**config.mk**
```make
export PLATFORM = sky130hd
export DESIGN_NAME = vc_arbiter_wrr
export DESIGN_NICKNAME = d
export VERILOG_FILES = /design/src/rtl/vc_arbiter_wrr.sv
export SDC_FILE = /design/constraint.sdc
export NUM_CORES = 1
export LEC_CHECK = 0
export CAP_MARGIN = 20
export CORE_MARGIN = 1.5
export CORE_UTILIZATION = 55
export DETAILED_ROUTE_END_ITERATION = 12
export DONT_BUFFER_PORTS = 1
export GPL_TIMING_DRIVEN = 0
export PLACE_DENSITY = 0.8
export SETUP_SLACK_MARGIN = 0.1
export SLEW_MARGIN = 20
export SYNTH_ARGS = -nofsm -noshare
export SYNTH_HDL_FRONTEND = slang
export SYNTH_SLANG_ARGS = --single-unit
```
**constraint.sdc**
```tcl
create_clock -name clk -period 8.3 [get_ports clk]
set_clock_uncertainty 0.15 [all_clocks]
set_input_delay 0 -clock clk [delete_from_list [all_inputs] [get_ports clk]]
set_output_delay 0 -clock clk [all_outputs]
set_load 0.01 [all_outputs]
```
**src/rtl/vc_arbiter_wrr.sv**
```systemverilog
// Arbitrates NUM_VC show-ahead VC FIFOs (strict priority or WRR bursts) and routes each popped word to D0/D1.
// Latency: pop in cycle t -> registered push_dX/DX in cycle t+1; at most one pop per cycle, no bubbles.
// Backpressure: a VC whose destination pop_delay is high is skipped; other eligible VCs are still served.
module vc_arbiter_wrr #(
  parameter int NUM_VC     = 4,
  parameter int DATA_WIDTH = 6,
  parameter int DEST_BIT   = 5,
  parameter int QUANTUM_W  = 3
) (
  input  logic                        clk,
  input  logic                        reset,
  input  logic [NUM_VC*DATA_WIDTH-1:0] vc_data,
  input  logic [NUM_VC-1:0]           vc_empty,
  output logic [NUM_VC-1:0]           vc_pop,
  input  logic                        pop_delay_d0,
  input  logic                        pop_delay_d1,
  input  logic                        mode,
  input  logic [NUM_VC*QUANTUM_W-1:0] quantum,
  output logic [DATA_WIDTH-1:0]       D0,
  output logic [DATA_WIDTH-1:0]       D1,
  output logic                        push_d0,
  output logic                        push_d1,
  output logic [2:0]                  grant_vc,
  output logic                        busy
);

  typedef enum logic {S_IDLE, S_BURST} state_t;

  state_t                state_q, state_d;
  logic [2:0]            grant_q, grant_d;
  logic [2:0]            rr_q, rr_d;
  logic [QUANTUM_W:0]    cnt_q, cnt_d;
  logic [DATA_WIDTH-1:0] d0_q, d1_q;
  logic                  push_d0_q, push_d1_q;

  logic [NUM_VC-1:0]     elig;
  logic [QUANTUM_W:0]    quota_eff [NUM_VC];
  logic                  any_elig;
  logic                  found_p, found_r;
  logic [2:0]            prio_win, rr_win, win;
  logic                  grant_elig;
  logic [QUANTUM_W:0]    grant_quota, win_quota;
  logic                  arb;
  logic                  pop_en;
  logic [2:0]            pop_idx;
  logic [DATA_WIDTH-1:0] pop_word;

  // Per-VC eligibility (non-empty and destination not back-pressured) and effective quota (0 counts as 1)
  always_comb begin
    elig = '0;
    for (int i = 0; i < NUM_VC; i++) begin
      elig[i] = !vc_empty[i] &&
                !(vc_data[i*DATA_WIDTH+DEST_BIT] ? pop_delay_d1 : pop_delay_d0);
      quota_eff[i] = (quantum[i*QUANTUM_W +: QUANTUM_W] == '0) ? (QUANTUM_W+1)'(1)
                     : {1'b0, quantum[i*QUANTUM_W +: QUANTUM_W]};
    end
  end

  // Winner selection: lowest eligible index, or first eligible at/after the rr pointer with wrap
  always_comb begin
    found_p  = 1'b0;
    found_r  = 1'b0;
    prio_win = '0;
    rr_win   = '0;
    for (int k = 0; k < NUM_VC; k++) begin
      if (!found_p && elig[k]) begin
        found_p  = 1'b1;
        prio_win = 3'(k);
      end
      if (!found_r && elig[(int'(rr_q) + k) % NUM_VC]) begin
        found_r = 1'b1;
        rr_win  = 3'((int'(rr_q) + k) % NUM_VC);
      end
    end
    any_elig = |elig;
    win      = mode ? rr_win : prio_win;
  end

  // Look up eligibility/quota of the current grant holder and of the fresh winner
  always_comb begin
    grant_elig  = 1'b0;
    grant_quota = '0;
    win_quota   = '0;
    for (int i = 0; i < NUM_VC; i++) begin
      if (grant_q == 3'(i)) begin
        grant_elig  = elig[i];
        grant_quota = quota_eff[i];
      end
      if (win == 3'(i)) begin
        win_quota = quota_eff[i];
      end
    end
  end

  // FSM next state: continue a WRR burst while quota and eligibility allow, otherwise re-arbitrate in the same cycle
  always_comb begin
    state_d = state_q;
    grant_d = grant_q;
    rr_d    = rr_q;
    cnt_d   = cnt_q;
    pop_en  = 1'b0;
    pop_idx = grant_q;
    arb     = 1'b0;
    case (state_q)
      S_IDLE:  arb = 1'b1;
      S_BURST: begin
        if (grant_elig && (cnt_q < grant_quota)) begin
          pop_en = 1'b1;
          cnt_d  = cnt_q + 1'b1;
        end else begin
          arb = 1'b1;
        end
      end
      default: arb = 1'b1;
    endcase
    if (arb) begin
      if (any_elig) begin
        pop_en  = 1'b1;
        pop_idx = win;
        grant_d = win;
        cnt_d   = (QUANTUM_W+1)'(1);
        rr_d    = (int'(win) == NUM_VC-1) ? 3'd0 : win + 3'd1;
        state_d = (mode && (win_quota > (QUANTUM_W+1)'(1))) ? S_BURST : S_IDLE;
      end else begin
        state_d = S_IDLE;
      end
    end
  end

  // Popped word mux and one-hot pop strobe, suppressed while reset is asserted
  always_comb begin
    pop_word = '0;
    vc_pop   = '0;
    for (int i = 0; i < NUM_VC; i++) begin
      if (pop_idx == 3'(i)) begin
        pop_word  = vc_data[i*DATA_WIDTH +: DATA_WIDTH];
        vc_pop[i] = pop_en && !reset;
      end
    end
  end

  // State and output registers; the unselected destination holds its word
  always_ff @(posedge clk) begin
    if (reset) begin
      state_q   <= S_IDLE;
      grant_q   <= '0;
      rr_q      <= '0;
      cnt_q     <= '0;
      d0_q      <= '0;
      d1_q      <= '0;
      push_d0_q <= 1'b0;
      push_d1_q <= 1'b0;
    end else begin
      state_q   <= state_d;
      grant_q   <= grant_d;
      rr_q      <= rr_d;
      cnt_q     <= cnt_d;
      push_d0_q <= pop_en && !pop_word[DEST_BIT];
      push_d1_q <= pop_en && pop_word[DEST_BIT];
      if (pop_en && !pop_word[DEST_BIT]) d0_q <= pop_word;
      if (pop_en && pop_word[DEST_BIT])  d1_q <= pop_word;
    end
  end

  assign D0       = d0_q;
  assign D1       = d1_q;
  assign push_d0  = push_d0_q;
  assign push_d1  = push_d1_q;
  assign grant_vc = grant_q;
  assign busy     = (state_q == S_BURST);

endmodule

```
==> After elaboration in Yosys (flattened, before gate mapping) <==
Index checks and enable logic that the tools add are counted.
{ "word_totals": {"in_bits": 45, "output_inout_bits": 22, "reg_bits": 24, "elab_cells": 144} }
{ "op_classes": {"muxes": 68, "n_eq_ne": 10, "bitwise": 4, "magnitude_cmp": 6, "reduce_logical": 43, "n_addsub": 5} }
{ "op_table": {"columns": ["operator", "n"], "rows": [
  ["$mux W3", 14],
  ["$mux W4", 10],
  ["$mux W1", 33],
  ["$mux W6", 4],
  ["$logic_not A3 Y1", 7],
  ["$eq A3 B2 Y1 const B", 6],
  ["$logic_not A1 Y1", 16],
  ["$logic_and A1 B1 Y1", 15],
  ["$lt A3 B4 Y1 const B", 3],
  ["$eq A3 B1 Y1 const B", 3],
  ["$bmux W1 S2", 4],
  ["$reduce_or A2 Y1", 3],
  ["$add A2 B1 Y2 const B", 2],
  ["$add A2 B2 Y2 const B", 2],
  ["$add A4 B1 Y4 const B", 1],
  ["$gt A4 B1 Y1 const B", 1],
  ["$lt A4 B4 Y1", 1],
  ["$mux W2", 2],
  ["$reduce_or A4 Y1", 1],
  ["$and A1 B1 Y1 const A", 3],
  ["$eq A3 B3 Y1 const B", 1],
  ["$lt A2 B3 Y1 const B", 1],
  ["$pmux W1 S2", 1],
  ["$reduce_and A2 Y1", 1],
  ["$not A1 Y1", 1]
]} }

==> Logic depth before layout (Yosys ltp) <==
Gate-level depths: netlist of the first run.
{ "logic_depth": {"ltp_word": 25, "ltp_mapped": 13, "mapped_depth_nobuf": 12} }

==> Worst setup path after synthesis of the first run <==
OpenSTA, ideal clock, no wires.
{ "synth_timing": {"path_kind": "register to register", "from": "reg grant_q[0] (netlist: grant_vc[0])", "to": "reg d0_q[0] (netlist: D0[0])", "setup_ns": 0.121, "period_less_slack_ns": 3.647, "stages_incl_launch_ff": 14, "t_arrival_ns": 3.377, "path_slack_ns": 4.653, "n_path_buf": 2, "t_required_ns": 8.029, "path_cell_list": "dfxtp_1 > buf_1 > mux4_2 > nand2b_1 > ha_1 > nor2_1 > o311ai_0 > o221ai_1 > a41o_1 > buf_6 > mux2_4 > a31oi_4 > nor4_4 > mux2_2"} }
{ "synth_via": {"elab_chain_cells": 17, "elab_cells_between_ends": 32, "classes_between": "order compare (1); eq/ne (6); mux (20); reduce/logical (5)"} }
{ "synth_rtl": {"columns": ["item", "line", "text"], "rows": [
  ["from (decl)", "30", "logic [2:0] grant_q, grant_d;"],
  ["from (signal assigned)", "155", "grant_q <= grant_d;"],
  ["$logic_not A3 Y1", "85", "if (grant_q == 3'(i)) begin"],
  ["$mux W3", "85", null],
  ["$mux W4 (3 in a row)", "85", null],
  ["$lt A4 B4 Y1", "107", "if (grant_elig && (cnt_q < grant_quota)) begin"],
  ["$logic_and A1 B1 Y1", "107", null],
  ["$mux W1", "107", null],
  ["$pmux W1 S2", "104", "case (state_q)"],
  ["$mux W3", null, null],
  ["$logic_not A3 Y1", "135", "if (pop_idx == 3'(i)) begin"],
  ["$mux W6 (4 in a row)", "135", null],
  ["$logic_not A1 Y1", "160", "if (pop_en && !pop_word[DEST_BIT]) d0_q <= pop_word;"],
  ["$logic_and A1 B1 Y1", "160", null],
  ["to (signal assigned)", "160", null],
  ["to (decl)", "33", "logic [DATA_WIDTH-1:0] d0_q, d1_q;"]
]} }
Several ways; a longest one is shown, not always the timed one.
A chain may end at the register's enable or synchronous reset.

==> Worst setup path after layout of the first run <==
{ "layout_timing": {"from": "reg grant_q[0] (netlist: grant_vc[0])", "to": "reg push_d0_q (netlist: push_d0)"} }
{ "layout_via": {"elab_chain_cells": 17, "elab_cells_between_ends": 32, "classes_between": "order compare (1); eq/ne (6); mux (20); reduce/logical (5)"} }
{ "layout_rtl": {"columns": ["item", "line", "text"], "rows": [
  ["$logic_not A3 Y1", "85", null],
  ["$mux W3", "85", null],
  ["$mux W4 (3 in a row)", "85", null],
  ["$lt A4 B4 Y1", "107", null],
  ["$logic_and A1 B1 Y1", "107", null],
  ["$mux W1", "107", null],
  ["$pmux W1 S2", "104", null],
  ["$mux W3", null, null],
  ["$logic_not A3 Y1", "135", null],
  ["$mux W6 (4 in a row)", "135", null],
  ["$logic_not A1 Y1", "158", "push_d0_q <= pop_en && !pop_word[DEST_BIT];"],
  ["$logic_and A1 B1 Y1 *", "158", null],
  ["to (signal assigned)", "158", null],
  ["to (decl)", "34", "logic push_d0_q, push_d1_q;"]
]} }
Every way passes the cells marked *; elsewhere a longest branch is shown, timed or not.

==> results of run 1 <==
==> worst register-to-register path: cells and delay by family (launching register included) <==
kind                       cells  cell delay [ns]
AOI/OAI and AO/OA              3             0.76
DFF                            1             0.51
adders and majority gates      1             0.16
muxes                          1             0.59
buffers and inverters          2             1.17
and+or+nand+nor                5             0.85
==> layout make-up <==
| cell class | instances | area, sq um |
|---|---|---|
| timing repair buffer | 9 | 90.1 |
| fill | 292 | 1220 |
| tap | 46 | 57.6 |
| buffer | 8 | 37.5 |
| clock buffer | 3 | 22.5 |
| sequential | 24 | 480 |
| inverter | 15 | 56.3 |
| multi-input combinational | 176 | 1340 |
| clock inverter | 1 | 30.0 |
==> routing by layer <==
| layer | wire length [um] | vias up | global-route usage [%] |
|---|---|---|---|
| met4 | 55 | 0 | 6.99 |
| met2 | 2380 | 66 | 42.1 |
| met5 | 0 | - | 0 |
| li1 | - | 862 | - |
| met1 | 2090 | 851 | 31.0 |
| met3 | 344 | 11 | 6.63 |
==> cells by family after synthesis <==
logic type / Yosys count
DFF: 24
AOI/OAI and AO/OA: 58
buffers and inverters: 23
and+or+nand+nor: 82
adders and majority gates: 7
muxes: 29
==> flip-flops by register name (all words and copies together), names as in the netlist <==
signal and count:
push_d1 1, cnt_q 4, D1 6, D0 6, grant_vc 3, push_d0 1, busy 1, rr_q 2
==> metrics by stage <==
| step | cells | hold slack [ns] | utilization [%] | area (sq um) | total power [mW] |
|---|---|---|---|---|---|
| floorplan | 223 | -0.00930 | - | 1910 | 0.244 |
| global placement | 269 | 0.0485 | 59.1 | 1970 | 0.264 |
| detailed placement | 269 | 0.0325 | 59.1 | 1970 | 0.266 |
| CTS | 282 | 0.0235 | 63.4 | 2110 | 0.356 |
| global route | 282 | 0.0362 | 63.4 | 2110 | 0.375 |
| finish | 282 | 0.0248 | 63.4 | 2110 | 0.358 |
==> final timing paths <==
check	start	to	slack, ns	cells after the start
min	reset	D1[1]$_SDFFE_PP0P_	0.02	3
max reg2reg	grant_vc[0]$_SDFF_PP0_	push_d0$_SDFF_PP0_	4.03	12
min reg2reg	cnt_q[3]$_SDFF_PP0_	cnt_q[3]$_SDFF_PP0_	0.33	2
max	grant_vc[0]$_SDFF_PP0_	push_d0$_SDFF_PP0_	4.03	12
==> layout by cell type, fill, tap and decap left out, drive strengths merged, types with 3 or more instances in the layout <==
master / n
nand4: 5
mux2: 13
nand2: 18
dlygate4sd3: 9
o21ai: 11
nor2: 19
inv: 15
nor2b: 11
a221o: 5
nor3: 3
ha: 7
o22ai: 8
a21o: 3
dfxtp: 24
clkbuf: 9
nand2b: 7
a211oi: 8
nand3: 7
a21oi: 9
mux2i: 14
==> power groups by stage <==
| stage | logic, mW | clock network (mW) | registers (mW) |
|---|---|---|---|
| after detailed placement | 0.118 | 0 | 0.148 |
| after global routing | 0.136 | 0.0908 | 0.148 |
| after CTS | 0.124 | 0.0866 | 0.145 |
| after global placement | 0.117 | 0 | 0.148 |
| after floorplan | 0.0986 | 0 | 0.145 |
| final | 0.126 | 0.0869 | 0.145 |
==> timing repair <==
item                                    in CTS  in global routing
gates resized for setup                      0                  0
endpoints found under the setup margin       0                  0
hold buffers                                 9                  0
endpoints found under the hold margin       13                  0
==> impl_metrics.csv, run 1 <==
group,metric,value,unit
outcome,outcome,"completed",
yosys,ys.flop_type,"dfxtp_1",
clock_tree,clock_sink_count,24,
critical_path,path_max_fanout,10,
placement,numPortBuffers,0,
yosys,synth_top_area_share,25.1,%
flow_run,maxCapViolations,0,
critical_path,cp.arrival,4.36,ns
drt,drt-initial-drc-count,69,
timing,period_needed,4.27,ns
finish,drive_above_1_share,12.3,%
critical_path,cpMostUsedCell,"nand4_1",
timing,slew_headroom,51.9,%
grt,grt_pass1_vias,1626,
clock_tree,cts_root_buf,"clkbuf_4",
drt,routed_wl,4870,um
yosys,synth_cell_types,51,
critical_path,required,8.38,ns
yosys,synth_top_family_by_area,"compound AO/OA/AOI/OAI gates",
clock_tree,clock_latency,0.32,ns
pwr,p_int,237,uW
yosys,synth-compound-area-share,23.9,%
yosys,syn_nets,275,
timing,hold_violations,0,
yosys,synth_area_leaders,"dfxtp_1 25%, mux2i_1 6.8%, mux2_2 5.9%, ha_1 4.6%, nor2_1 3.7%",
yosys,synthMuxAreaShare,18.4,%
yosys,ys_top_cells_by_count,"24 x dfxtp_1, 19 x nor2_1, 18 x nand2_1",
pwr,ir_worst_vdd,108,uV
yosys,synthAdderAreaFrac,4.58,%
pwr,seqPwrFrac,40.6,%
placement,globalplace.congestion,0.841,
clock_tree,ctsHtreeMaxLevel,1,
die,initial_core_util,57.4,%
pwr,clkPwrFrac,24.3,%
drt,drc,0,
die,ios,67,
drt,final_antenna_net_count,0,
critical_path,cp-start-kind,"flop",
yosys,ys_warn_count,0,
finish,syn_to_final_growth,10.5,%
yosys,avgSynthCellArea,8.58,sq um
grt,antenna_found_initial,0,
yosys,syn-cell-area,1910,sq um
pwr,switching_share,33.8,%
critical_path,crit_slowest_cell,"buf_1",
timing,worstMarginPinSlew,0.721,ns
timing,drv_slew,0,
yosys,synth-seq-cells,24,
clock_tree,cts_buffers,3,
die,dieArea,3840,sq um
yosys,seq_area_frac_synth,25.1,%
pwr,leakage,0.809,nW
grt,grt_pass1_wl,7160,um
yosys,yosysTopAreaCell,"dfxtp_1",
yosys,synth_cells,223,
critical_path,end_kind,"flop",
min_path,hold_path_class,"primary input to flop",
yosys,synth-edff-count,0,
grt,grt_usage,24.9,%
yosys,synthSimpleGateAreaFrac,23.2,%
placement,dp_hpwl,3630,um
clock_tree,cts_setup_buffers,0,
pwr,combPwrFrac,35.1,%
clock_tree,clock_path_buffers,2,
die,die_y,62.0,um
die,rows,21,
timing,period_share,51.5,%
timing,fin_ws,4.03,ns
clock_tree,cts_tree,"built",
critical_path,slowest_delay,0.60,ns
die,core,3340,sq um
pwr,power.density,169,nW/um^2
pwr,p_sw,121,uW
finish,n_antenna_cell,0,
yosys,synth-xor-area-share,0,%
critical_path,criticalPathCategory,"flop to flop",
yosys,yosysMostFrequentCell,"dfxtp_1",
die,die_x,62.0,um
timing,setup_viol,0,
placement,place_ws,4.15,ns
clock_tree,clk_pin_slew_worst_paths,0.14,ns
critical_path,path_delay_family,"buffers and inverters",
critical_path,cp.buffers_inverters,2,
timing,clock.fmax,234,MHz
critical_path,crit_chain,"buf_1 -> mux4_2 -> nand2b_1 -> ha_1 -> nor2_1 -> o311ai_0 -> o221ai_1 -> nand4_1 -> nand4_1 -> a21boi_2 -> nor4_1 -> dlygate4sd3_1",
grt,grt_max_degree,15,
yosys,synth-async-reset-ratio,0,%
drt,routed_via_density,6.35,
timing,rsz0062_at_grt,"false",
timing,setup_tns,0,ns
drt,wl_per_cell,17.3,um
grt,grt_overflow,0,
drt,dr.pass1.iters,5,
finish,nets,289,
drt,dr_total_vias,1790,
(Power assumes the default switching activity.)
==> run 2: changes to the inputs <==
--- a/config.mk
+++ b/config.mk
@@ -5,13 +5,14 @@
 export SDC_FILE = /design/constraint.sdc
 export NUM_CORES = 1
 export LEC_CHECK = 0
+export ABC_AREA = 1
 export CAP_MARGIN = 20
 export CORE_MARGIN = 1.5
 export CORE_UTILIZATION = 55
 export DETAILED_ROUTE_END_ITERATION = 12
 export DONT_BUFFER_PORTS = 1
 export GPL_TIMING_DRIVEN = 0
-export PLACE_DENSITY = 0.8
+export PLACE_DENSITY = 0.83
 export SETUP_SLACK_MARGIN = 0.1
 export SLEW_MARGIN = 20
 export SYNTH_ARGS = -nofsm -noshare
==> constraint.sdc (replaced) <==
create_clock -name clk -period 3.7 [get_ports clk]
set_clock_uncertainty 0.15 [all_clocks]
set_input_delay 0 -clock clk [delete_from_list [all_inputs] [get_ports clk]]
set_output_delay 0 -clock clk [all_outputs]
set_load 0.01 [all_outputs]
==> impl_metrics.csv, run 2 <==
group,metric,value,unit
timing,worstMarginPinSlew,0.523,ns
grt,grt_usage,31.1,%
yosys,syn_nets,386,
die,dieArea,4020,sq um
timing,period_share,92.4,%
die,ios,67,
pwr,switching_share,48.5,%
clock_tree,cts_tree,"built",
yosys,synth_top_area_share,23.9,%
placement,dp_hpwl,4000,um
timing,setup_tns,0,ns
timing,clock.fmax,293,MHz
pwr,seqPwrFrac,26.8,%
timing,slew_headroom,65.2,%
clock_tree,cts_root_buf,"clkbuf_4",
pwr,power.density,656,nW/um^2
finish,n_antenna_cell,0,
yosys,ys_top_cells_by_count,"87 x nand2_1, 45 x inv_1, 45 x nor2_1",
yosys,ys.flop_type,"dfxtp_1",
die,initial_core_util,58.8,%
clock_tree,clock_path_buffers,2,
die,die_x,63.4,um
clock_tree,clock_sink_count,24,
critical_path,slowest_delay,0.57,ns
yosys,synth_cell_types,30,
critical_path,cp.arrival,3.51,ns
clock_tree,ctsHtreeMaxLevel,1,
critical_path,criticalPathCategory,"flop to flop",
finish,fill_cells,280,
clock_tree,clk_pin_slew_worst_paths,0.14,ns
timing,fin_ws,0.281,ns
drt,routed_wl,6060,um
die,core,3420,sq um
clock_tree,clock_latency,0.33,ns
critical_path,path_max_fanout,7,
drt,drt-initial-drc-count,207,
drt,dr_total_vias,2358,
timing,hold_violations,0,
finish,mostFrequentLayoutCells,"86 x nand2_1, 44 x inv_1, 42 x nor2_1, 30 x nand3_1, 28 x dlygate4sd3_1",
yosys,yosysTopAreaCell,"dfxtp_1",
yosys,avgSynthCellArea,6.01,sq um
min_path,hold_path_class,"primary input to flop",
critical_path,end_kind,"flop",
pwr,leakage,1.26,nW
yosys,synth-seq-cells,24,
critical_path,crit_chain,"inv_4 -> nand2_1 -> nor2_2 -> a22oi_1 -> o21ai_1 -> a21oi_1 -> ha_1 -> nand2_1 -> nand2_1 -> nand2_2 -> a21oi_4 -> inv_4 -> nand2_2 -> nand3_2 -> nor2_4 -> nand2_2 -> nand2_1 -> nand2_1 -> nand3_2 -> dlygate4sd3_1 -> nand2_1 -> nand2_1 -> nor2_1",
grt,grt_overflow,0,
yosys,synth_cells,334,
grt,grt_pass1_wl,10100,um
critical_path,required,3.79,ns
placement,place_ws,0.563,ns
timing,holdWs,0.0160,ns
drt,drc,0,
clock_tree,cts_buffers,3,
drt,routed_via_density,5.68,
grt,grt_pass1_vias,2273,
yosys,seq_area_frac_synth,23.9,%
timing,rsz0062_at_grt,"false",
drt,dr.pass1.iters,5,
critical_path,cp-start-kind,"flop",
pwr,ir_worst_vdd,416,uV
pwr,p_int,832,uW
yosys,synth-edff-count,0,
finish,nets,422,
placement,dp_cells,380,
yosys,ys_warn_count,0,
timing,drv_slew,0,
drt,wl_per_cell,14.6,um
die,rows,21,
yosys,syn-cell-area,2010,sq um
yosys,synth_area_leaders,"dfxtp_1 24%, nand2_1 16%, inv_1 8.4%, nor2_1 8.4%, nand3_1 7.5%",
finish,syn_to_final_growth,22.5,%
pwr,p_sw,782,uW
timing,setup_viol,0,
pwr,clkPwrFrac,12.1,%
drt,final_antenna_net_count,0,
critical_path,cpMostUsedCell,"nand2_1",
die,die_y,63.4,um
finish,fin_cells,415,
critical_path,crit_slowest_cell,"dlygate4sd3_1",
finish,drive_above_1_share,14.6,%
placement,globalplace.congestion,0.882,
flow_run,maxCapViolations,0,
pwr,combPwrFrac,61.1,%
finish,layout_commonest_cell,"nand2_1",
yosys,yosysMostFrequentCell,"nand2_1",
timing,period_needed,3.42,ns
outcome,outcome,"completed",
yosys,synth-async-reset-ratio,0,%
placement,numPortBuffers,0,
grt,grt_max_degree,15,
grt,antenna_found_initial,0,
[run 2: cell types whose count changed in the layout (fill, tap and decap cells not counted), moves of 8 or more]
| cell | delta |
|---|---|
| nand2_2 | +11 |
| nand2_1 | +68 |
| o22ai_1 | -8 |
| a211oi_1 | -8 |
| nor2b_1 | -11 |
| inv_1 | +30 |
| dlygate4sd3_1 | +19 |
| nand4_1 | +16 |
| mux2i_1 | -13 |
| mux2_2 | -10 |
| nand3_1 | +24 |
| nor2_1 | +23 |
[run 2: logic make-up (layout without fill, tap and decap cells)]
family,Yosys count,after routing,synth area share (%)
AO/OA/AOI/OAI,28,28,8.35
XOR/XNOR,1,1,0.810
adder cells (fa/ha/maj),7,7,4.36
buffers and inverters,61,96,13.0
flip-flops,24,24,23.9
AND/OR/NAND/NOR,213,213,49.5
[run 2: metal layers]
| metal | global-route usage [%] | share of wire [%] |
|---|---|---|
| met5 | 0 | 0 |
| met4 | 10.3 | 2.9 |
| met3 | 6.96 | 9.4 |
| met2 | 50.8 | 47 |
| met1 | 40.4 | 41 |
[run 2: layout make-up]
class	count	area [sq um]	area share (%)
Clock inverter	1	30.0	1.22
Inverter	52	200	8.14
Tap cell	46	57.6	2.34
Clock buffer	3	22.5	0.916
Buffer	9	66.3	2.70
Sequential cell	24	489	19.9
Timing Repair Buffer	31	308	12.5
Multi-Input combinational cell	249	1290	52.3
[run 2: what timing repair did]
action                                  in CTS  in global routing
endpoints found under the setup margin       0                  4
hold buffers                                29                  0
gates resized for setup                      0                 17
endpoints found under the hold margin       21                  0
buffers inserted                             0                  2
[run 2: per-stage QoR]
stage,power (mW),util (%),area [sq um]
after floorplan,1.13,-,2010
after global placement,1.27,60.5,2070
after detailed placement,1.29,60.5,2070
after CTS,1.54,70.5,2410
after global routing,1.76,72.0,2460
final,1.61,72.0,2460
[run 2: path summary, 6_finish.rpt]
path / start / to / slack (ns) / cells after the start
min: mode / rr_q[0]$_SDFFE_PP0P_ / 0.02 / 4
min reg2reg: cnt_q[3]$_SDFF_PP0_ / cnt_q[3]$_SDFF_PP0_ / 0.33 / 2
max reg2reg: grant_vc[0]$_SDFF_PP0_ / D0[0]$_SDFFE_PP0P_ / 0.28 / 23
max: grant_vc[0]$_SDFF_PP0_ / D0[0]$_SDFFE_PP0P_ / 0.28 / 23
[run 2: critical path: cells and delay by family, from the launching register on]
kind | cells | cell delay [ns]
AND/OR/NAND/NOR | 15 | 1.28
buffers and inverters | 3 | 0.73
AO/OA/AOI/OAI | 4 | 0.48
flip-flops | 1 | 0.40
adder cells (fa/ha/maj) | 1 | 0.27
[run 2: power groups by stage]
stage	Combinational, mW	Sequential (mW)	Clock [mW]
finish	0.986	0.432	0.196
global route	1.11	0.441	0.208
CTS	0.918	0.428	0.193
detailed placement	0.854	0.435	0
global placement	0.833	0.435	0
floorplan	0.708	0.417	0
